--- src/rtl/mac_result_serializer_pkg.sv ---
`timescale 1ns/1ps
`default_nettype none
// ============================================================================
// Module      : mac_result_serializer_pkg
// Description : Shared MAC definitions: default accumulator width, frame
//               header constant, serializer state encodings and a helper
//               that sizes the byte frame for a given accumulator width.
// Revision    : 1.0 - initial release
// ============================================================================
package mac_result_serializer_pkg;

    // Default accumulator result width shared by the MAC blocks.
    localparam int c_mac_acc_w = 41;

    // Frame header byte that precedes every serialized result.
    localparam logic [7:0] c_mac_header = 8'hA5;

    // Serializer FSM state encodings.
    typedef enum logic [1:0] {
        ST_IDLE   = 2'd0,
        ST_HEADER = 2'd1,
        ST_DATA   = 2'd2,
        ST_CHECK  = 2'd3
    } ser_state_t;

    // Number of whole bytes needed to carry a w-bit value.
    function automatic int mac_bytes(input int w);
        return (w + 7) / 8;
    endfunction

endpackage
`default_nettype wire

--- src/rtl/mac_hold_reg.sv ---
`timescale 1ns/1ps
`default_nettype none
// ============================================================================
// Module      : mac_hold_reg
// Description : One-entry holding buffer with a full flag. A write always
//               stores the data and marks the entry full (a simultaneous
//               read and write leaves it full with the new data); a read
//               alone empties it.
// Ports       : clk     - clock
//               rst_n   - asynchronous active-low reset (empties the entry)
//               i_wr    - store i_data
//               i_rd    - consume the stored entry
//               i_data  - data to store
//               o_data  - stored data
//               o_full  - entry holds valid data
// Revision    : 1.0 - initial release
// ============================================================================
module mac_hold_reg #(
    parameter int WIDTH = 41
) (
    input  logic             clk,
    input  logic             rst_n,
    input  logic             i_wr,
    input  logic             i_rd,
    input  logic [WIDTH-1:0] i_data,
    output logic [WIDTH-1:0] o_data,
    output logic             o_full
);

    logic [WIDTH-1:0] r_data;
    logic             r_full;

    always_ff @(posedge clk or negedge rst_n) begin
        if (!rst_n) begin
            r_data <= '0;
            r_full <= 1'b0;
        end else if (i_wr) begin
            r_data <= i_data;
            r_full <= 1'b1;
        end else if (i_rd) begin
            r_full <= 1'b0;
        end
    end

    assign o_data = r_data;
    assign o_full = r_full;

endmodule
`default_nettype wire

--- src/rtl/mac_result_serializer.sv ---
`timescale 1ns/1ps
`default_nettype none
// ============================================================================
// Module      : mac_result_serializer
// Description : Frames accumulator results into a byte stream:
//               0xA5 header, ceil(ACC_W/8) data bytes MSB first, then an
//               XOR checksum of the data bytes. One result may wait in a
//               pending slot while a frame is in flight; further results
//               are dropped and flagged via the sticky overrun output.
// Ports       : clk        - clock, rising edge
//               rst_n      - asynchronous active-low reset
//               ena        - global enable, holds all state when low
//               acc_in     - accumulator result
//               acc_valid  - single-cycle strobe qualifying acc_in
//               byte_ready - downstream accepts byte_out
//               byte_out   - current frame byte (registered)
//               byte_valid - byte_out valid
//               byte_last  - byte_out is the checksum (final) byte
//               busy       - FSM not idle
//               overrun    - sticky: a result was dropped
// Revision    : 1.0 - initial release
// ============================================================================
module mac_result_serializer
    import mac_result_serializer_pkg::*;
#(
    parameter int ACC_W = c_mac_acc_w
) (
    input  logic             clk,
    input  logic             rst_n,
    input  logic             ena,
    input  logic [ACC_W-1:0] acc_in,
    input  logic             acc_valid,
    input  logic             byte_ready,
    output logic [7:0]       byte_out,
    output logic             byte_valid,
    output logic             byte_last,
    output logic             busy,
    output logic             overrun
);

    localparam int BYTES = mac_bytes(ACC_W);
    localparam int EXT_W = 8 * BYTES;
    localparam int CNT_W = $clog2(BYTES + 1);
    localparam logic [CNT_W-1:0] c_last_idx = CNT_W'(BYTES - 1);

    ser_state_t       r_state;
    ser_state_t       w_state_next;

    logic [EXT_W-1:0] r_shift;      // remaining data bytes, next one at the top
    logic [CNT_W-1:0] r_cnt;        // index of the data byte on byte_out
    logic [7:0]       r_byte_out;
    logic [7:0]       r_checksum;   // XOR of data bytes presented so far
    logic             r_overrun;

    logic             w_busy;
    logic             w_hs;
    logic             w_check_done;
    logic             w_load;
    logic             w_load_pend;
    logic             w_pend_wr;
    logic             w_pend_rd;
    logic             w_drop;
    logic             w_pend_full;
    logic [ACC_W-1:0] w_pend_data;
    logic [ACC_W-1:0] w_load_val;
    logic [EXT_W-1:0] w_load_ext;
    logic [7:0]       w_top;

    assign w_busy       = (r_state != ST_IDLE);
    assign w_hs         = w_busy && byte_ready && ena;
    assign w_check_done = (r_state == ST_CHECK) && w_hs;
    assign w_top        = r_shift[EXT_W-1 -: 8];

    // ------------------------------------------------------------------
    // Next-state and control decode
    // ------------------------------------------------------------------
    always_comb begin
        w_state_next = r_state;
        w_load       = 1'b0;
        w_load_pend  = 1'b0;
        w_pend_wr    = 1'b0;
        w_pend_rd    = 1'b0;
        w_drop       = 1'b0;

        case (r_state)
            ST_IDLE: begin
                if (ena && acc_valid) begin
                    w_state_next = ST_HEADER;
                    w_load       = 1'b1;
                end
            end
            ST_HEADER: begin
                if (w_hs) begin
                    w_state_next = ST_DATA;
                end
            end
            ST_DATA: begin
                if (w_hs && (r_cnt == c_last_idx)) begin
                    w_state_next = ST_CHECK;
                end
            end
            ST_CHECK: begin
                // Chain straight into the next frame when work is queued,
                // the pending slot taking priority over a fresh strobe.
                if (w_hs) begin
                    if (w_pend_full) begin
                        w_state_next = ST_HEADER;
                        w_load       = 1'b1;
                        w_load_pend  = 1'b1;
                        w_pend_rd    = 1'b1;
                    end else if (acc_valid) begin
                        w_state_next = ST_HEADER;
                        w_load       = 1'b1;
                    end else begin
                        w_state_next = ST_IDLE;
                    end
                end
            end
            default: begin
                w_state_next = ST_IDLE;
            end
        endcase

        // Results arriving while a frame is in flight. At the end of a frame
        // a full slot is being drained, so a new strobe refills it; an empty
        // slot means the strobe is framed directly instead.
        if (ena && acc_valid && w_busy) begin
            if (w_check_done) begin
                if (w_pend_full) begin
                    w_pend_wr = 1'b1;
                end
            end else if (!w_pend_full) begin
                w_pend_wr = 1'b1;
            end else begin
                w_drop = 1'b1;
            end
        end
    end

    assign w_load_val = w_load_pend ? w_pend_data : acc_in;

    always_comb begin
        w_load_ext               = '0;
        w_load_ext[ACC_W-1:0]    = w_load_val;
    end

    // ------------------------------------------------------------------
    // State register
    // ------------------------------------------------------------------
    always_ff @(posedge clk or negedge rst_n) begin
        if (!rst_n) begin
            r_state <= ST_IDLE;
        end else begin
            r_state <= w_state_next;
        end
    end

    // ------------------------------------------------------------------
    // Datapath: byte sequencing and incremental checksum
    // ------------------------------------------------------------------
    always_ff @(posedge clk or negedge rst_n) begin
        if (!rst_n) begin
            r_shift    <= '0;
            r_cnt      <= '0;
            r_byte_out <= 8'h00;
            r_checksum <= 8'h00;
            r_overrun  <= 1'b0;
        end else if (ena) begin
            if (w_load) begin
                r_shift    <= w_load_ext;
                r_cnt      <= '0;
                r_byte_out <= c_mac_header;
                r_checksum <= 8'h00;
            end else if (w_hs) begin
                case (r_state)
                    ST_HEADER: begin
                        r_byte_out <= w_top;
                        r_checksum <= r_checksum ^ w_top;
                        r_shift    <= r_shift << 8;
                    end
                    ST_DATA: begin
                        if (r_cnt == c_last_idx) begin
                            r_byte_out <= r_checksum;
                        end else begin
                            r_byte_out <= w_top;
                            r_checksum <= r_checksum ^ w_top;
                            r_shift    <= r_shift << 8;
                            r_cnt      <= r_cnt + CNT_W'(1);
                        end
                    end
                    ST_CHECK: begin
                        r_byte_out <= 8'h00;
                    end
                    default: begin
                    end
                endcase
            end

            if (w_drop) begin
                r_overrun <= 1'b1;
            end
        end
    end

    // ------------------------------------------------------------------
    // Pending result slot
    // ------------------------------------------------------------------
    mac_hold_reg #(
        .WIDTH (ACC_W)
    ) u_pending (
        .clk    (clk),
        .rst_n  (rst_n),
        .i_wr   (w_pend_wr),
        .i_rd   (w_pend_rd),
        .i_data (acc_in),
        .o_data (w_pend_data),
        .o_full (w_pend_full)
    );

    assign byte_out   = r_byte_out;
    assign byte_valid = w_busy;
    assign byte_last  = (r_state == ST_CHECK);
    assign busy       = w_busy;
    assign overrun    = r_overrun;

endmodule
`default_nettype wire

--- config.mk ---
export PLATFORM = sky130hd
export DESIGN_NAME = mac_result_serializer
export DESIGN_NICKNAME = d
export VERILOG_FILES = /design/src/rtl/mac_result_serializer_pkg.sv /design/src/rtl/mac_hold_reg.sv /design/src/rtl/mac_result_serializer.sv
export SDC_FILE = /design/constraint.sdc
export NUM_CORES = 1
export LEC_CHECK = 0
export BUFFER_PORTS_ARGS = -buffer_cell sky130_fd_sc_hd__buf_2
export CORE_UTILIZATION = 59
export DETAILED_ROUTE_END_ITERATION = 7
export GPL_TIMING_DRIVEN = 0
export HOLD_SLACK_MARGIN = 0.05
export PLACE_DENSITY_LB_ADDON = 0.3
export SLEW_MARGIN = 30
export SYNTH_ARGS = -nofsm -noshare
export SYNTH_HDL_FRONTEND = slang
export SYNTH_HIERARCHICAL = 1
export SYNTH_SLANG_ARGS = --single-unit
--- constraint.sdc ---
create_clock -name clk -period 3.11 [get_ports clk]
set_input_delay 0.622 -clock clk [delete_from_list [all_inputs] [get_ports clk]]
set_output_delay 0.622 -clock clk [all_outputs]
set_load 0.05 [all_outputs]
==> results of run 1 <==
cell type report:
cell class	instances	share of cell area, %
flip-flops and latches	112	44.13
plain buffers	41	4.314
repair buffers	58	5.024
clock buffers	10	2.167
multi-input cells	305	39.68
inverters	16	0.9456
clock inverters	6	1.202
well taps	129	2.541
power by group through the flow:
stage               Sequential, mW  Combinational (mW)  Clock [mW]
finish                        2.62                2.64       0.925
global route                  2.69                2.87       0.997
CTS                           2.60                2.64       0.945
detailed placement            2.61                2.63           0
global placement              2.58                2.52           0
floorplan                     2.65                1.91           0
flip-flops by register name (all words and copies together) (netlist names):
| register | count |
|---|---|
| r_checksum | 8 |
| r_shift | 48 |
| byte_out | 8 |
| u_pending/o_full | 1 |
| r_cnt | 3 |
| overrun | 1 |
| r_state | 2 |
| u_pending/o_data | 41 |
routing by layer:
layer  GRT usage (%)  up-vias  share of wire (%)
met4           9.389        0                1.9
li1                -     1930                  -
met1           37.78     2063                 47
met2           42.81      106                 47
met3           5.014       20                4.0
met5               0        -                  0
how the worst max path moves through the flow:
| stage | from | end | slack, ns |
|---|---|---|---|
| 6_report | r_state[0]$_DFFE_PN0P_ | u_pending/o_data[30]$_DFFE_PN0P_ | 0.35 |
| 5_1_grt | r_state[0]$_DFFE_PN0P_ | u_pending/o_data[12]$_DFFE_PN0P_ | 0.18 |
| 4_1_cts | r_state[0]$_DFFE_PN0P_ | u_pending/o_data[9]$_DFFE_PN0P_ | 0.12 |
| 3_5_place_dp | r_state[0]$_DFFE_PN0P_ | u_pending/o_data[16]$_DFFE_PN0P_ | 0.16 |
| 3_3_place_gp | rst_n | u_pending/o_data[14]$_DFFE_PN0P_ | 0.19 |
| 2_1_floorplan | r_state[0]$_DFFE_PN0P_ | u_pending/o_data[0]$_DFFE_PN0P_ | 0.36 |
logic make-up after synthesis:
family,count (synthesis)
fa+ha+maj,7
mux,58
flops,112
xor+xnor,2
compound gates,147
buf+inv,58
simple gates,91
worst reg2reg max path, delay by kind of cell (launching register included):
| kind | cells | cell delay (ns) |
|---|---|---|
| buffers and inverters | 5 | 0.86 |
| adders and majority gates | 2 | 0.59 |
| and+or+nand+nor | 2 | 0.45 |
| DFF | 1 | 0.44 |
| muxes | 1 | 0.31 |
per-stage QoR:
| stage | worst slack [ns] | total power, mW | utilization (%) |
|---|---|---|---|
| after floorplan | 0.3560 | 4.563 | - |
| after global placement | 0.1888 | 5.097 | 65.78 |
| after detailed placement | 0.1583 | 5.240 | 66.15 |
| after CTS | 0.1234 | 6.188 | 68.45 |
| after global routing | 0.1825 | 6.555 | 68.41 |
| final | 0.3452 | 6.182 | 68.41 |
cell usage in the layout, fill, tap and decap left out, drive strengths merged, types with 2 or more instances in the layout:
cell / count
a21o: 2
nor2b: 2
clkinvlp: 2
nor3: 5
inv: 18
clkbuf: 22
nor2: 17
mux2: 49
a21oi: 33
nand2: 10
a211oi: 35
ha: 7
nand3: 8
a221oi: 8
dfrtp: 112
or4: 8
o2bb2ai: 41
o21ai: 6
buf: 87
o211ai: 9
mux2i: 9
and3: 35
o31ai: 7
o2111a: 2
==> results.py, run 1 <==
metrics = {
    "final_layout": {
        "multi_input_area_um2": 2520,
        "finalInstanceArea_um2": 6351,
        "drive_gt1_share_pct": 29.74,
        "syn_to_final_growth_pct": 12.20,
        "fin_cells": 677,
        "regArea_um2": 2803,
        "num-fill-cells": 711,
        "antenna_cells": 0,
        "final_nets": 596,
    },
    "global_route": {
        "grt_pass1_wl_um": 20820,
        "grt_pass1_vias": 4136,
        "grt_max_degree": 70,
        "grt.total_usage_pct": 27.07,
        "antenna_found_initial": 0,
        "grt-ovfl-total": 0,
    },
    "drt": {
        "drt-vias-per-instance": 6.084,
        "drt_wl_total_um": 12460,
        "firstDrtPassIters": 4,
        "drc": 0,
        "vias": 4119,
        "wl_per_cell_um": 18.40,
        "drtAntennaViolNets": 0,
        "drt_iter0_drc": 264,
    },
    "synth": {
        "netlist_top_cells_area": "dfrtp_1 50%, mux2_4 10%, o2bb2ai_1 6.3%",
        "synth_nets": 528,
        "synth-edff-count": 0,
        "synth_top_area_share_pct": 49.51,
        "yosys-mux-area-fraction_pct": 13.93,
        "synth-xor-area-share_pct": 0.3095,
        "ys.flop_type": "dfrtp_1",
        "syn-cell-area_um2": 5660,
        "synthAdderAreaFrac_pct": 1.547,
        "synth.avg_cell_area_um2": 11.92,
        "synth_top_family_by_area": "compound AO/OA/AOI/OAI gates",
        "synthSimpleGateAreaFrac_pct": 9.218,
        "synthCells": 475,
        "synth-async-reset-ratio_pct": 100.0,
        "synth_warnings": 6,
        "synth_compound_area_share_pct": 19.52,
        "synth_most_common_cell": "dfrtp_1",
        "yosysUniqueCellTypes": 45,
        "synth_common_cells": "112 x dfrtp_1, 41 x o2bb2ai_1, 39 x mux2_4",
        "yosysTopAreaCell": "dfrtp_1",
        "seq_area_frac_synth_pct": 49.51,
        "synth-seq-cells": 112,
    },
    "run_status": {
        "outcome": "complete, no violations",
    },
    "setup_path": {
        "cp_num_cells": 10,
        "ff2ff_path_depth": 10,
        "max_stage_delay_ns": 0.44,
        "cp.arrival_ns": 3.03,
        "worstPathCellList": "inv_1 -> ha_1 -> and4b_1 -> buf_2 -> inv_1 -> ha_1 -> and3_1 -> buf_6 -> buf_12 -> mux2_4",
        "cp.required_ns": 3.37,
        "r2r_slack_ns": 0.35,
        "crit_family": "buffers and inverters",
        "reg2reg_from": "r_state[0]$_DFFE_PN0P_",
        "setup.worst_path.class": "flop to flop",
        "cp_max_fo": 17,
        "worstSetupStartpointType": "flop",
        "r2r_end": "u_pending/o_data[30]$_DFFE_PN0P_",
        "critPathBufInv": 5,
        "critPathSlowestCell": "dfrtp_1",
        "cp-end-kind": "flop",
    },
    "power": {
        "p_comb_share_pct": 42.7,
        "switching_share_pct": 38.80,
        "p_clk_share_pct": 15.0,
        "seq_power_share_pct": 42.3,
        "pwr_density_cell_nw_per_um2": 973.3,
        "p_sw_mw": 2.399,
        "leakage_nw": 2.934,
        "ir_drop_mv": 0.4960,
        "internal-power_mw": 3.783,
    },
    "cts": {
        "clk_pin_slew_ns": 0.10,
        "clockBufferDepth": 2,
        "cts_hold_buf": 0,
        "cts.sinks": 112,
        "cts_tree": "built",
        "cts_root_buffer": "clkbuf_8",
        "clock_latency_ns": 0.38,
        "postCtsResizedCells": 0,
        "cts_setup_buffers": 0,
        "h-tree-depth": 3,
        "cts_made_buffers": 9,
    },
    "timing": {
        "fin_crit_ns": 2.765,
        "holdWs_ns": 0.1578,
        "fin_skew_ns": 0.01172,
        "finalCritPeriodShare_pct": 88.90,
        "grt_setup_unrepaired": "no",
        "maxSlewHeadroom_pct": 64.64,
        "worstMarginPinSlew_ns": 0.5304,
        "max_freq_mhz": 361.7,
        "slew_violations": 0,
        "tns_ns": 0,
        "final_hold_viol_count": 0,
        "setup_violations": 0,
    },
    "hold_path": {
        "min_path_type": "input port to async pin",
    },
    "floorplan": {
        "start_util_pct": 60.97,
        "io_pins": 58,
        "core_um2": 9284,
        "dieArea_um2": 9990,
        "die_w_um": 99.95,
        "rows": 35,
        "dieHeight_um": 99.95,
    },
    "place": {
        "dp_cells": 662,
        "dp_hpwl_um": 8810,
        "io_buffers": 57,
        "gp_congestion": 0.8501,
        "place_area_um2": 6141,
    },
    "flow_run": {
        "cap_violations": 0,
    },
}
Note: power is estimated with default switching activity, not from simulation.
==> run 2, diff against run 1 <==
==> constraint.sdc (replaced) <==
create_clock -name clk -period 2.8 [get_ports clk]
set_input_delay 0.56 -clock clk [delete_from_list [all_inputs] [get_ports clk]]
set_output_delay 0.56 -clock clk [all_outputs]
set_load 0.05 [all_outputs]
==> run 2 against run 1 <==
Effect of this change:
- die area did not move
- largest power group unchanged
- core utilization rose by 0.054 points
- hold slack got worse by 0.064 ns
- worst setup slack got worse by 0.14 ns
- power rose by 11%
- maximum frequency rose by 6.5%
- wire length barely moved
- via count barely moved
- global-route usage barely moved
- register-to-register slack got worse by 0.14 ns
- first-iteration DRC count fell by 12%
- final cell count did not move
==> results.py, run 2 (synthesized netlist as in run 1, its figures left out) <==
metrics = {
    "power": {
        "seq_power_share_pct": 42.3,
        "leakage_nw": 2.932,
        "switching_share_pct": 38.74,
        "ir_drop_mv": 0.5503,
        "internal-power_mw": 4.208,
        "p_clk_share_pct": 14.9,
        "pwr_density_cell_nw_per_um2": 1081,
        "p_comb_share_pct": 42.8,
        "p_sw_mw": 2.661,
        "finalPower_mw": 6.868,
    },
    "global_route": {
        "grt-ovfl-total": 0,
        "grt_pass1_wl_um": 20810,
        "antenna_found_initial": 0,
        "grt.total_usage_pct": 27.03,
        "grt_max_degree": 70,
        "grt_pass1_vias": 4138,
    },
    "setup_path": {
        "cp-end-kind": "flop",
        "worstSetupStartpointType": "flop",
        "critPathBufInv": 5,
        "max_stage_delay_ns": 0.44,
        "cp_max_fo": 17,
        "setup.worst_path.class": "flop to flop",
        "cp.required_ns": 3.06,
        "crit_family": "buffers and inverters",
        "cp.arrival_ns": 2.86,
        "worstPathCellList": "inv_1 -> ha_2 -> and4b_1 -> clkbuf_4 -> inv_1 -> ha_1 -> and3_1 -> buf_6 -> buf_12 -> mux2_4",
        "cp_num_cells": 10,
        "crit_top_cell": "inv_1",
        "ff2ff_path_depth": 10,
        "critPathSlowestCell": "dfrtp_1",
    },
    "floorplan": {
        "io_pins": 58,
        "rows": 35,
        "dieHeight_um": 99.95,
        "core_um2": 9284,
        "start_util_pct": 60.97,
        "die_w_um": 99.95,
        "dieArea_um2": 9990,
    },
    "cts": {
        "cts_root_buffer": "clkbuf_8",
        "cts.sinks": 112,
        "cts_tree": "built",
        "cts_made_buffers": 9,
        "cts_hold_buf": 0,
        "clock_latency_ns": 0.38,
        "h-tree-depth": 3,
        "clk_pin_slew_ns": 0.11,
        "clockBufferDepth": 2,
    },
    "final_layout": {
        "drive_gt1_share_pct": 29.93,
        "final_nets": 596,
        "fin_cells": 677,
        "final_common_cell": "dfrtp_1",
        "largest_register": "r_shift",
        "layout_common_cells": "112 x dfrtp_1, 75 x buf_2, 41 x o2bb2ai_1",
        "antenna_cells": 0,
        "fin_util_pct": 68.46,
        "syn_to_final_growth_pct": 12.29,
        "largest_reg_flops": 48,
        "finalInstanceArea_um2": 6356,
    },
    "timing": {
        "finalCritPeriodShare_pct": 92.70,
        "grt_setup_unrepaired": "no",
        "final_hold_viol_count": 0,
        "fin_skew_ns": 0.01198,
        "max_freq_mhz": 385.3,
        "worstMarginPinSlew_ns": 0.5212,
        "slew_violations": 0,
        "fin_crit_ns": 2.596,
        "fin_ws_ns": 0.2044,
        "setup_violations": 0,
        "maxSlewHeadroom_pct": 65.12,
    },
    "drt": {
        "firstDrtPassIters": 5,
        "drt_iter0_drc": 233,
        "met2_length_um": 5961,
        "drc": 0,
        "drt_wl_total_um": 12450,
        "wl_met1_um": 5704,
        "wl_met3_um": 532,
        "drtAntennaViolNets": 0,
        "wl_per_cell_um": 18.39,
        "drt-vias-per-instance": 6.078,
        "vias": 4115,
        "highest_layer": "met4",
    },
    "run_status": {
        "outcome": "complete, no violations",
    },
    "place": {
        "dp_cells": 662,
        "io_buffers": 57,
        "place_area_um2": 6141,
        "dp_hpwl_um": 8810,
        "gp_congestion": 0.8501,
        "pre_cts_slack_ns": -0.1517,
    },
    "hold_path": {
        "min_path_type": "input port to async pin",
    },
    "flow_run": {
        "cap_violations": 0,
    },
}
==> run 2: cell count changes in the layout (fill, tap and decap cells not counted) <==
cell      delta
ha_1         -1
clkbuf_4     +1
ha_2         +1
buf_2        -1
==> run 2: area by class of cell <==
type | instances | area (µm²)
Buffer | 41 | 276.5
Inverter | 16 | 60.06
Clock inverter | 6 | 76.32
Clock buffer | 10 | 137.6
Sequential cell | 112 | 2803
Tap cell | 129 | 161.4
Multi-Input combinational cell | 305 | 2522
Timing Repair Buffer | 58 | 319.1
Fill cell | 708 | 2928
==> run 2: through the flow <==
step / hold WS, ns / TNS, ns
CTS: 0.09507 / 0
floorplan: 0.2644 / 0
global route: 0.1037 / 0
finish: 0.09415 / 0
global placement: 0.4446 / -10.21
detailed placement: 0.4530 / -5.495
==> run 2: layer usage <==
| layer | up-vias | global-route usage [%] |
|---|---|---|
| met5 | - | 0 |
| met4 | 0 | 9.502 |
| met3 | 22 | 5.014 |
| met2 | 116 | 42.76 |
| met1 | 2051 | 37.69 |
| li1 | 1926 | - |
==> run 2: final timing paths <==
path                                             start                               end  slack, ns
worst min register to register     overrun$_DFFE_PN0P_               overrun$_DFFE_PN0P_       0.47
worst max-delay path            r_state[0]$_DFFE_PN0P_  u_pending/o_data[30]$_DFFE_PN0P_       0.20
worst min-delay path                             rst_n               overrun$_DFFE_PN0P_       0.09
worst max register to register  r_state[0]$_DFFE_PN0P_  u_pending/o_data[30]$_DFFE_PN0P_       0.20
max in group asynchronous                        rst_n  u_pending/o_data[12]$_DFFE_PN0P_       2.04
min in group clk                             acc_in[6]   u_pending/o_data[6]$_DFFE_PN0P_       0.42
==> run 2: power groups by stage <==
stage               sequential [mW]  clock (mW)  combinational [mW]
detailed placement             2.90           0                2.92
CTS                            2.89        1.05                2.94
global route                   2.98        1.11                3.20
floorplan                      2.94           0                2.13
finish                         2.90        1.03                2.94
global placement               2.87           0                2.80
==> run 2: what timing repair did <==
item,4_1_cts,5_1_grt
resized for setup,0,2
setup endpoints to repair,41,39
buffers inserted,0,0
